**src/rtl/clause_register_file_if.sv**
```systemverilog
// Clause register file bus: write/invalidate port, scan control and
// streamed clause output with valid/ready handshake.
`ifndef BIT_WIDTH_OF_INTEGER_VARIABLE
`define BIT_WIDTH_OF_INTEGER_VARIABLE 8
`endif
`ifndef NUMBER_OF_INTEGER_VARIABLES
`define NUMBER_OF_INTEGER_VARIABLES 4
`endif

interface clause_register_file_if #(
    parameter int COEF_WIDTH = `BIT_WIDTH_OF_INTEGER_VARIABLE,
    parameter int NUM_VARS   = `NUMBER_OF_INTEGER_VARIABLES,
    parameter int DEPTH      = 8
);
    localparam int CW = COEF_WIDTH * NUM_VARS;
    localparam int AW = $clog2(DEPTH);

    logic          in_write_enable;
    logic [AW-1:0] in_write_address;
    logic [CW-1:0] in_clause_coefficients;
    logic          in_invalidate;
    logic          in_scan_start;
    logic          in_out_ready;
    logic [CW-1:0] out_clause_coefficients;
    logic [AW-1:0] out_clause_index;
    logic          out_valid;
    logic          out_scan_busy;
    logic          out_scan_done;
    logic [AW:0]   out_clause_count;

    modport master (
        output in_write_enable, in_write_address, in_clause_coefficients,
        output in_invalidate, in_scan_start, in_out_ready,
        input  out_clause_coefficients, out_clause_index, out_valid,
        input  out_scan_busy, out_scan_done, out_clause_count
    );

    modport slave (
        input  in_write_enable, in_write_address, in_clause_coefficients,
        input  in_invalidate, in_scan_start, in_out_ready,
        output out_clause_coefficients, out_clause_index, out_valid,
        output out_scan_busy, out_scan_done, out_clause_count
    );
endinterface

```
**src/rtl/clause_register_file.sv**
```systemverilog
// Clause store with per-entry valid bits and a scan engine that streams
// every valid entry in index order over a valid/ready output.
`ifndef BIT_WIDTH_OF_INTEGER_VARIABLE
`define BIT_WIDTH_OF_INTEGER_VARIABLE 8
`endif
`ifndef NUMBER_OF_INTEGER_VARIABLES
`define NUMBER_OF_INTEGER_VARIABLES 4
`endif

module clause_register_file #(
    parameter int COEF_WIDTH = `BIT_WIDTH_OF_INTEGER_VARIABLE,
    parameter int NUM_VARS   = `NUMBER_OF_INTEGER_VARIABLES,
    parameter int DEPTH      = 8
) (
    input logic                   in_clk,
    input logic                   in_reset_n,
    clause_register_file_if.slave bus
);
    localparam int CW = COEF_WIDTH * NUM_VARS;
    localparam int AW = $clog2(DEPTH);

    typedef enum logic [1:0] {IDLE, SCAN, DRAIN} state_t;

    state_t        state, state_nxt;
    logic [CW-1:0] mem [DEPTH];
    logic [DEPTH-1:0] valid, valid_nxt;
    logic [AW:0]   count, count_nxt;
    logic [AW-1:0] ptr, ptr_nxt;
    logic [CW-1:0] word_q, word_nxt;
    logic [AW-1:0] idx_q, idx_nxt;
    logic          vld_q, vld_nxt;
    logic          done_q, done_nxt;
    logic          advance;

    assign advance = !vld_q || bus.in_out_ready;

    // Write wins over invalidate; count tracks valid-bit transitions only.
    always_comb begin
        valid_nxt = valid;
        count_nxt = count;
        if (bus.in_write_enable) begin
            valid_nxt[bus.in_write_address] = 1'b1;
            if (!valid[bus.in_write_address])
                count_nxt = count + 1'b1;
        end else if (bus.in_invalidate && valid[bus.in_write_address]) begin
            valid_nxt[bus.in_write_address] = 1'b0;
            count_nxt = count - 1'b1;
        end
    end

    always_comb begin
        state_nxt = state;
        ptr_nxt   = ptr;
        word_nxt  = word_q;
        idx_nxt   = idx_q;
        vld_nxt   = vld_q;
        done_nxt  = 1'b0;
        unique case (state)
            IDLE: begin
                vld_nxt = 1'b0;
                if (bus.in_scan_start) begin
                    state_nxt = SCAN;
                    ptr_nxt   = '0;
                end
            end
            SCAN: begin
                if (advance) begin
                    vld_nxt = valid[ptr];
                    if (valid[ptr]) begin
                        word_nxt = mem[ptr];
                        idx_nxt  = ptr;
                    end
                    if (ptr == AW'(DEPTH - 1))
                        state_nxt = DRAIN;
                    else
                        ptr_nxt = ptr + 1'b1;
                end
            end
            DRAIN: begin
                if (advance) begin
                    vld_nxt   = 1'b0;
                    done_nxt  = 1'b1;
                    state_nxt = IDLE;
                end
            end
            default: state_nxt = IDLE;
        endcase
    end

    // Storage is not reset; valid bits hide stale contents.
    always_ff @(posedge in_clk) begin
        if (in_reset_n && bus.in_write_enable)
            mem[bus.in_write_address] <= bus.in_clause_coefficients;
    end

    always_ff @(posedge in_clk) begin
        if (!in_reset_n) begin
            state  <= IDLE;
            ptr    <= '0;
            valid  <= '0;
            count  <= '0;
            word_q <= '0;
            idx_q  <= '0;
            vld_q  <= 1'b0;
            done_q <= 1'b0;
        end else begin
            state  <= state_nxt;
            ptr    <= ptr_nxt;
            valid  <= valid_nxt;
            count  <= count_nxt;
            word_q <= word_nxt;
            idx_q  <= idx_nxt;
            vld_q  <= vld_nxt;
            done_q <= done_nxt;
        end
    end

    assign bus.out_clause_coefficients = word_q;
    assign bus.out_clause_index        = idx_q;
    assign bus.out_valid               = vld_q;
    assign bus.out_scan_busy           = (state != IDLE);
    assign bus.out_scan_done           = done_q;
    assign bus.out_clause_count        = count;
endmodule

```
**src/flat_wrapper.sv**
```systemverilog
// flat-port wrapper written by rule: the top's interface ports become plain ports
module clause_register_file_flat 
#(
    parameter int COEF_WIDTH = `BIT_WIDTH_OF_INTEGER_VARIABLE,
    parameter int NUM_VARS   = `NUMBER_OF_INTEGER_VARIABLES,
    parameter int DEPTH      = 8
)
  (in_clk, in_reset_n, bus_in_write_enable, bus_in_write_address, bus_in_clause_coefficients, bus_in_invalidate, bus_in_scan_start, bus_in_out_ready, bus_out_clause_coefficients, bus_out_clause_index, bus_out_valid, bus_out_scan_busy, bus_out_scan_done, bus_out_clause_count);
  clause_register_file_if #(.COEF_WIDTH(COEF_WIDTH), .NUM_VARS(NUM_VARS), .DEPTH(DEPTH)) bus_i ();
  input logic in_clk;
  input logic in_reset_n;
  input wire logic [$bits(bus_i.in_write_enable)-1:0] bus_in_write_enable;
  input wire logic [$bits(bus_i.in_write_address)-1:0] bus_in_write_address;
  input wire logic [$bits(bus_i.in_clause_coefficients)-1:0] bus_in_clause_coefficients;
  input wire logic [$bits(bus_i.in_invalidate)-1:0] bus_in_invalidate;
  input wire logic [$bits(bus_i.in_scan_start)-1:0] bus_in_scan_start;
  input wire logic [$bits(bus_i.in_out_ready)-1:0] bus_in_out_ready;
  output wire logic [$bits(bus_i.out_clause_coefficients)-1:0] bus_out_clause_coefficients;
  output wire logic [$bits(bus_i.out_clause_index)-1:0] bus_out_clause_index;
  output wire logic [$bits(bus_i.out_valid)-1:0] bus_out_valid;
  output wire logic [$bits(bus_i.out_scan_busy)-1:0] bus_out_scan_busy;
  output wire logic [$bits(bus_i.out_scan_done)-1:0] bus_out_scan_done;
  output wire logic [$bits(bus_i.out_clause_count)-1:0] bus_out_clause_count;
  assign bus_i.in_write_enable = bus_in_write_enable;
  assign bus_i.in_write_address = bus_in_write_address;
  assign bus_i.in_clause_coefficients = bus_in_clause_coefficients;
  assign bus_i.in_invalidate = bus_in_invalidate;
  assign bus_i.in_scan_start = bus_in_scan_start;
  assign bus_i.in_out_ready = bus_in_out_ready;
  assign bus_out_clause_coefficients = bus_i.out_clause_coefficients;
  assign bus_out_clause_index = bus_i.out_clause_index;
  assign bus_out_valid = bus_i.out_valid;
  assign bus_out_scan_busy = bus_i.out_scan_busy;
  assign bus_out_scan_done = bus_i.out_scan_done;
  assign bus_out_clause_count = bus_i.out_clause_count;
  clause_register_file #(.COEF_WIDTH(COEF_WIDTH), .NUM_VARS(NUM_VARS), .DEPTH(DEPTH)) u_core (.in_clk(in_clk), .in_reset_n(in_reset_n), .bus(bus_i));
endmodule
```
**config.mk**
```make
export PLATFORM = sky130hd
export DESIGN_NAME = clause_register_file_flat
export DESIGN_NICKNAME = d
export VERILOG_FILES = /design/src/rtl/clause_register_file_if.sv /design/src/rtl/clause_register_file.sv /design/src/flat_wrapper.sv
export SDC_FILE = /design/constraint.sdc
export NUM_CORES = 1
export LEC_CHECK = 0
export CORE_UTILIZATION = 34
export DETAILED_ROUTE_END_ITERATION = 6
export GPL_TIMING_DRIVEN = 0
export PLACE_DENSITY = 0.52
export REMOVE_ABC_BUFFERS = 1
export SLEW_MARGIN = 10
export SYNTH_ARGS = -nofsm -noshare
export SYNTH_HDL_FRONTEND = slang
export SYNTH_SLANG_ARGS = --single-unit
```
**constraint.sdc**
```tcl
create_clock -name in_clk -period 3.8 [get_ports in_clk]
set_input_delay 0.76 -clock in_clk [delete_from_list [all_inputs] [get_ports in_clk]]
set_output_delay 0.76 -clock in_clk [all_outputs]
set_load 0.03 [all_outputs]
```
# Yosys cells after proc, flatten, opt, wreduce, memory -nomap -nowiden
# Memories as Yosys holds them, arrays and structs flattened. A register that Yosys moved wholly into a read port is not among the register bits.
# Index checks and enable logic that the tools add are counted.
# word_totals
register_bits	22
mem_bits_rw	256
out_inout_bits	42
n_memories	1
# classes
add_sub_neg	3
magnitude_cmp	3
n_eq_ne	9
n_mux	26
n_bitwise	3
n_reduce_logical	17
# mem_list
name	words	width	rd	rd_clocked_by_memory_dff	wr	line_no	rtl
u_core.mem	8	32	1	1	1	clause_register_file.sv:25	logic [CW-1:0] mem [DEPTH];
# op_table
cell	count
2-to-1 mux 8 bit	2
2-to-1 mux 4 bit	3
2-to-1 mux 3 bit	3
bitwise AND 8 bit	1
< comparator 3 x 4 -> 1 bit (second input constant)	2
2-to-1 mux 1 bit	8
2-to-1 mux 2 bit	4
NOT 8 bit	1
bitwise OR 8 bit	1
AND reduction 4 bit	2
binary-select mux 1 bit (select 3 bit)	2
!= test 2 x 1 -> 1 bit (second input constant)	3
!= test 2 bit (second input constant)	3
one-hot mux 2 bit (3 select lines)	1
one-hot mux 3 bit (2 select lines)	1
AND reduction 3 bit	2
nonzero test 2 bit	3
adder 4 x 1 -> 4 bit (second input constant)	1
AND reduction 2 bit	2
subtractor 4 x 1 -> 4 bit (second input constant)	1
adder 3 x 1 -> 3 bit (second input constant)	1
demux 1 bit (select 3 bit)	1
== test 3 bit (second input constant)	1
>= comparator 3 x 1 -> 1 bit (second input constant)	1
8 further kinds	11

# Depth between registers and ports, before layout
# depth
ltp_word	8
mapped_depth	8
ltp_nobuf	7

# Worst setup path after synthesis
# Ideal clock, no wire load.
# synth_path
path_type	input-to-reg
from	input port in_reset_n
to	memory u_core.mem[0][0] (netlist bit) (enable)
arrival_ps	3596
t_required_ps	3339
path_slack_ps	-256
stages	4
path_cell_list	clkbuf_1 > clkbuf_1 > nand3b_1 > nor3_1
# synth_via
elab_chain_len	3
# synth_lines
item	line_no	rtl
from (decl)	flat_wrapper.sv:11	input logic in_reset_n;
logical AND 1 bit	clause_register_file.sv:92	if (in_reset_n && bus.in_write_enable)
2-to-1 mux 1 bit	clause_register_file.sv:92	
2-to-1 mux 1 bit (not written as such)	clause_register_file.sv:93	mem[bus.in_write_address] <= bus.in_clause_coefficients;
to (decl)	clause_register_file.sv:25	
# Every way passes these cells.

# Worst setup path after layout
# layout_path
from	input port bus_in_write_address[0]
to	memory u_core.mem[1][0] (netlist bit) (enable)
# layout_rtl
item	line_no	rtl
from (decl)	flat_wrapper.sv:13	input wire logic [$bits(bus_i.in_write_address)-1:0] bus_in_write_address;
# No word-level cell before the write port.

==> results by group <==
Finish
  – Share of layout cells above drive strength 1: 20.9%
  – Area grow syn2layout: 24.7%
  – # nets final: 779
  – Filler cell count: 3087
  – Final Util: 43.0%

Worst setup path
  – CP max FO: 10
  – CP Capture Type: flip-flop
  – Worst path arrival time: 3.12 ns
  – Worst path required time: 4.01 ns
  – Crit Path Class: in -> reg
  – Startpoint class of the critical path: input pin
  – Reg2reg setup slack: 0.97 ns

Detailed routing
  – Detail Route Antenna Nets: 0
  – TritonRoute pass-1 iters: 4
  – Vias: 6101
  – Final wirelength: 26.1 mm
  – Via/cell ratio: 5.02
  – WL/cell: 21.5 um
  – # DRC: 0
  – Initial DRC count: 419

Clock tree
  – # resized after CTS: 0
  – Clock-pin slew on the worst setup and hold paths: 0.06 ns
  – CTS tree: built
  – Clock Tree Buf Depth: 3
  – Clk_lat worst skew: 0.51 ns
  – H-tree depth: 2
  – Num CTS Buffers: 35
  – Cts hold-fix bufs: 0
  – Total clock sinks: 310
  – Post-CTS setup buffer count: 0
  – Clock root buffer: clkbuf_16

Pwr
  – Pwr Density: 491 mW/mm2
  – Total Power: 0.00730 W
  – Peak supply drop: 0.000358 V
  – Static leakage: 5.02 nW

Global routing
  – Initial antenna violation count: 2
  – First-pass GRT wire length: 40.4 mm
  – Vias in the first global route: 6478
  – Pin count of the biggest net entering global routing: 49
  – Total GRT Usage: 15.1%
  – Grt ovf: 0

STA
  – Final Critical Period: 2.91 ns
  – Max-slew violation count: 0
  – Clock skew: 0.0109 ns
  – Final Hold Vio Count: 0
  – RSZ-0062 raised after global routing: no
  – Fmax: 344 MHz
  – Tcrit/Tclk final: 76.6%
  – Worst-Margin Slew: 0.954 ns
  – Slew Limit Headroom: 36.0%
  – Final setup viols: 0

Die
  – Initial Utilization: 34.5%
  – Ports: 83
  – DIE HEIGHT: 189 um
  – Die Span X: 189 um
  – Rows: 68
  – Die area: 0.0358 mm2
  – Core area: 0.0345 mm2

Outcome
  – Outcome: complete, no violations

Yosys
  – Ys async rst share: 0%
  – Unique masters post-synth: 36
  – Synth area leader: edfxtp_1
  – Sequential area share after synthesis: 73.6%
  – Total of warnings raised by yosys: 0
  – Yosys top cell area share: 64.5%
  – Count of flip-flops with a built-in enable after synthesis: 256
  – Synth area leaders: edfxtp_1 65%, mux4_2 13%, dfxtp_1 9.1%, mux2i_1 3.3%, o211a_1 2.7%
  – Predominant post-synthesis flop cell: edfxtp_1
  – #FFs+latches synth: 310
  – Syn avg cell area: 19.1 um2
  – Post-Syn Instances: 623
  – Cell area after synthesis: 0.0119 mm2

Run
  – Number of max-cap violations: 0

Placement
  – Post-DP HPWL: 16.2 mm
  – Number of buffers added on ports: 82
  – GP Congestion: 0.724

Min path
  – Hold crit path type: reg -> reg
==> per-layer routing <==
layer,GRT usage [%],part of all wire (%),up-vias
li1,-,-,2747
met1,21.0,45,3142
met2,24.0,48,168
met3,3.08,5.0,42
met4,4.28,1.8,2
met5,0,0.065,-
==> critical path, stage by stage <==
cell,delay (ns)
clkdlybuf4s50_1,0.72
nand3_1,0.38
nor3_2,0.71
buf_6,0.24
buf_6,0.14
buf_6,0.15
==> path summary, 6_finish.rpt <==
kind,from,endpoint,cells after the start
hold reg to reg,u_core.bus.out_clause_index[0],u_core.bus.out_clause_index[0],2
hold / removal,u_core.bus.out_clause_index[0],u_core.bus.out_clause_index[0],2
setup / recovery,bus_in_write_address[0],u_core.mem[1][0],6
setup reg to reg,u_core.ptr[0],u_core.bus.out_clause_coefficients[30],7
==> sequential cells by signal, summed over array words and instances (netlist names), named ones only <==
register and count:
u_core.mem 256, u_core.bus.out_clause_count 4, u_core.state 2, u_core.bus.out_valid 1, u_core.bus.out_scan_done 1, u_core.ptr 3
u_core.bus.out_clause_index 3, u_core.bus.out_clause_coefficients 32
==> synth_stat cells (all sizes together) (2+ instances only) <==
master  number
nor3         4
ha           4
nand2b       6
clkbuf      16
a41oi        2
nor2b        7
and3         2
mux4        67
o21ai       16
o211a       32
nor3b        2
a21boi       4
a31oi        6
inv          2
edfxtp     256
nand2       44
buf         21
a21o         2
mux2i       39
nand3       11
o211ai       2
dfxtp       54
nor2        15
==> logic make-up (layout without fill, tap and decap cells) <==
family	count (synthesis)	count (layout)	share of synthesized area, %
other	0	1	0
buffers and inverters	39	175	1.59
xor gates and xnor gates	2	2	0.147
adders and majority gates	5	5	0.588
and+or+nand+nor	94	94	3.60
AOI/OAI and AO/OA	66	66	4.43
DFF	310	310	73.6
muxes	107	107	16.1
==> final cells by class <==
cell class | instances | area (um2) | area share (%)
timing repair buffer | 110 | 1400 | 9.43
clock buffer | 43 | 937 | 6.31
tap | 455 | 569 | 3.83
inverter | 2 | 7.51 | 0.0505
clock inverter | 20 | 136 | 0.918
antenna | 1 | 2.50 | 0.0168
multi-input combinational | 274 | 3020 | 20.3
sequential | 310 | 8780 | 59.1
==> cell usage in the layout (no fill, tap or decap), types with 2 or more instances in the layout <==
cell type          n
nor2_4             7
nor3_1             2
clkbuf_1           6
clkdlybuf4s50_1   81
ha_1               4
clkinv_2           7
buf_4              4
o211a_1           32
dfxtp_1           51
mux4_2            67
dfxtp_4            3
a31oi_1            6
nor3b_1            2
nor3_2             2
edfxtp_1         256
a21boi_0           4
nor2_1             8
nand2_1           44
mux2i_1           39
and3_1             2
nor2b_1            7
nand3_1           11
nand2b_1           6
a41oi_1            2
buf_16            17
a21o_1             2
o21ai_0           14
clkbuf_16         36
o21ai_1            2
o211ai_1           2
buf_6              6
inv_1              2
clkinv_1           8
==> where the power goes <==
group          internal (W)  total [W]  switching (W)
combinational      0.000187   0.000377       0.000190
sequential          0.00375    0.00379      0.0000414
clock               0.00183    0.00313        0.00130
==> through the flow <==
stage	setup TNS, ns	cells	worst slack (ns)	hold WS [ns]	instance area, um2
5_1_grt	0	1214	0.690	0.466	14900
4_1_cts	0	1214	0.862	0.452	14900
3_5_place_dp	0	1151	0.338	0.444	13800
2_1_floorplan	-80.25	586	-2.28	0.455	11700
6_report	0	1215	0.889	0.448	14900
3_3_place_gp	-1191.11	1123	-6.42	0.443	13100
Power figures use the tool's default switching activity.
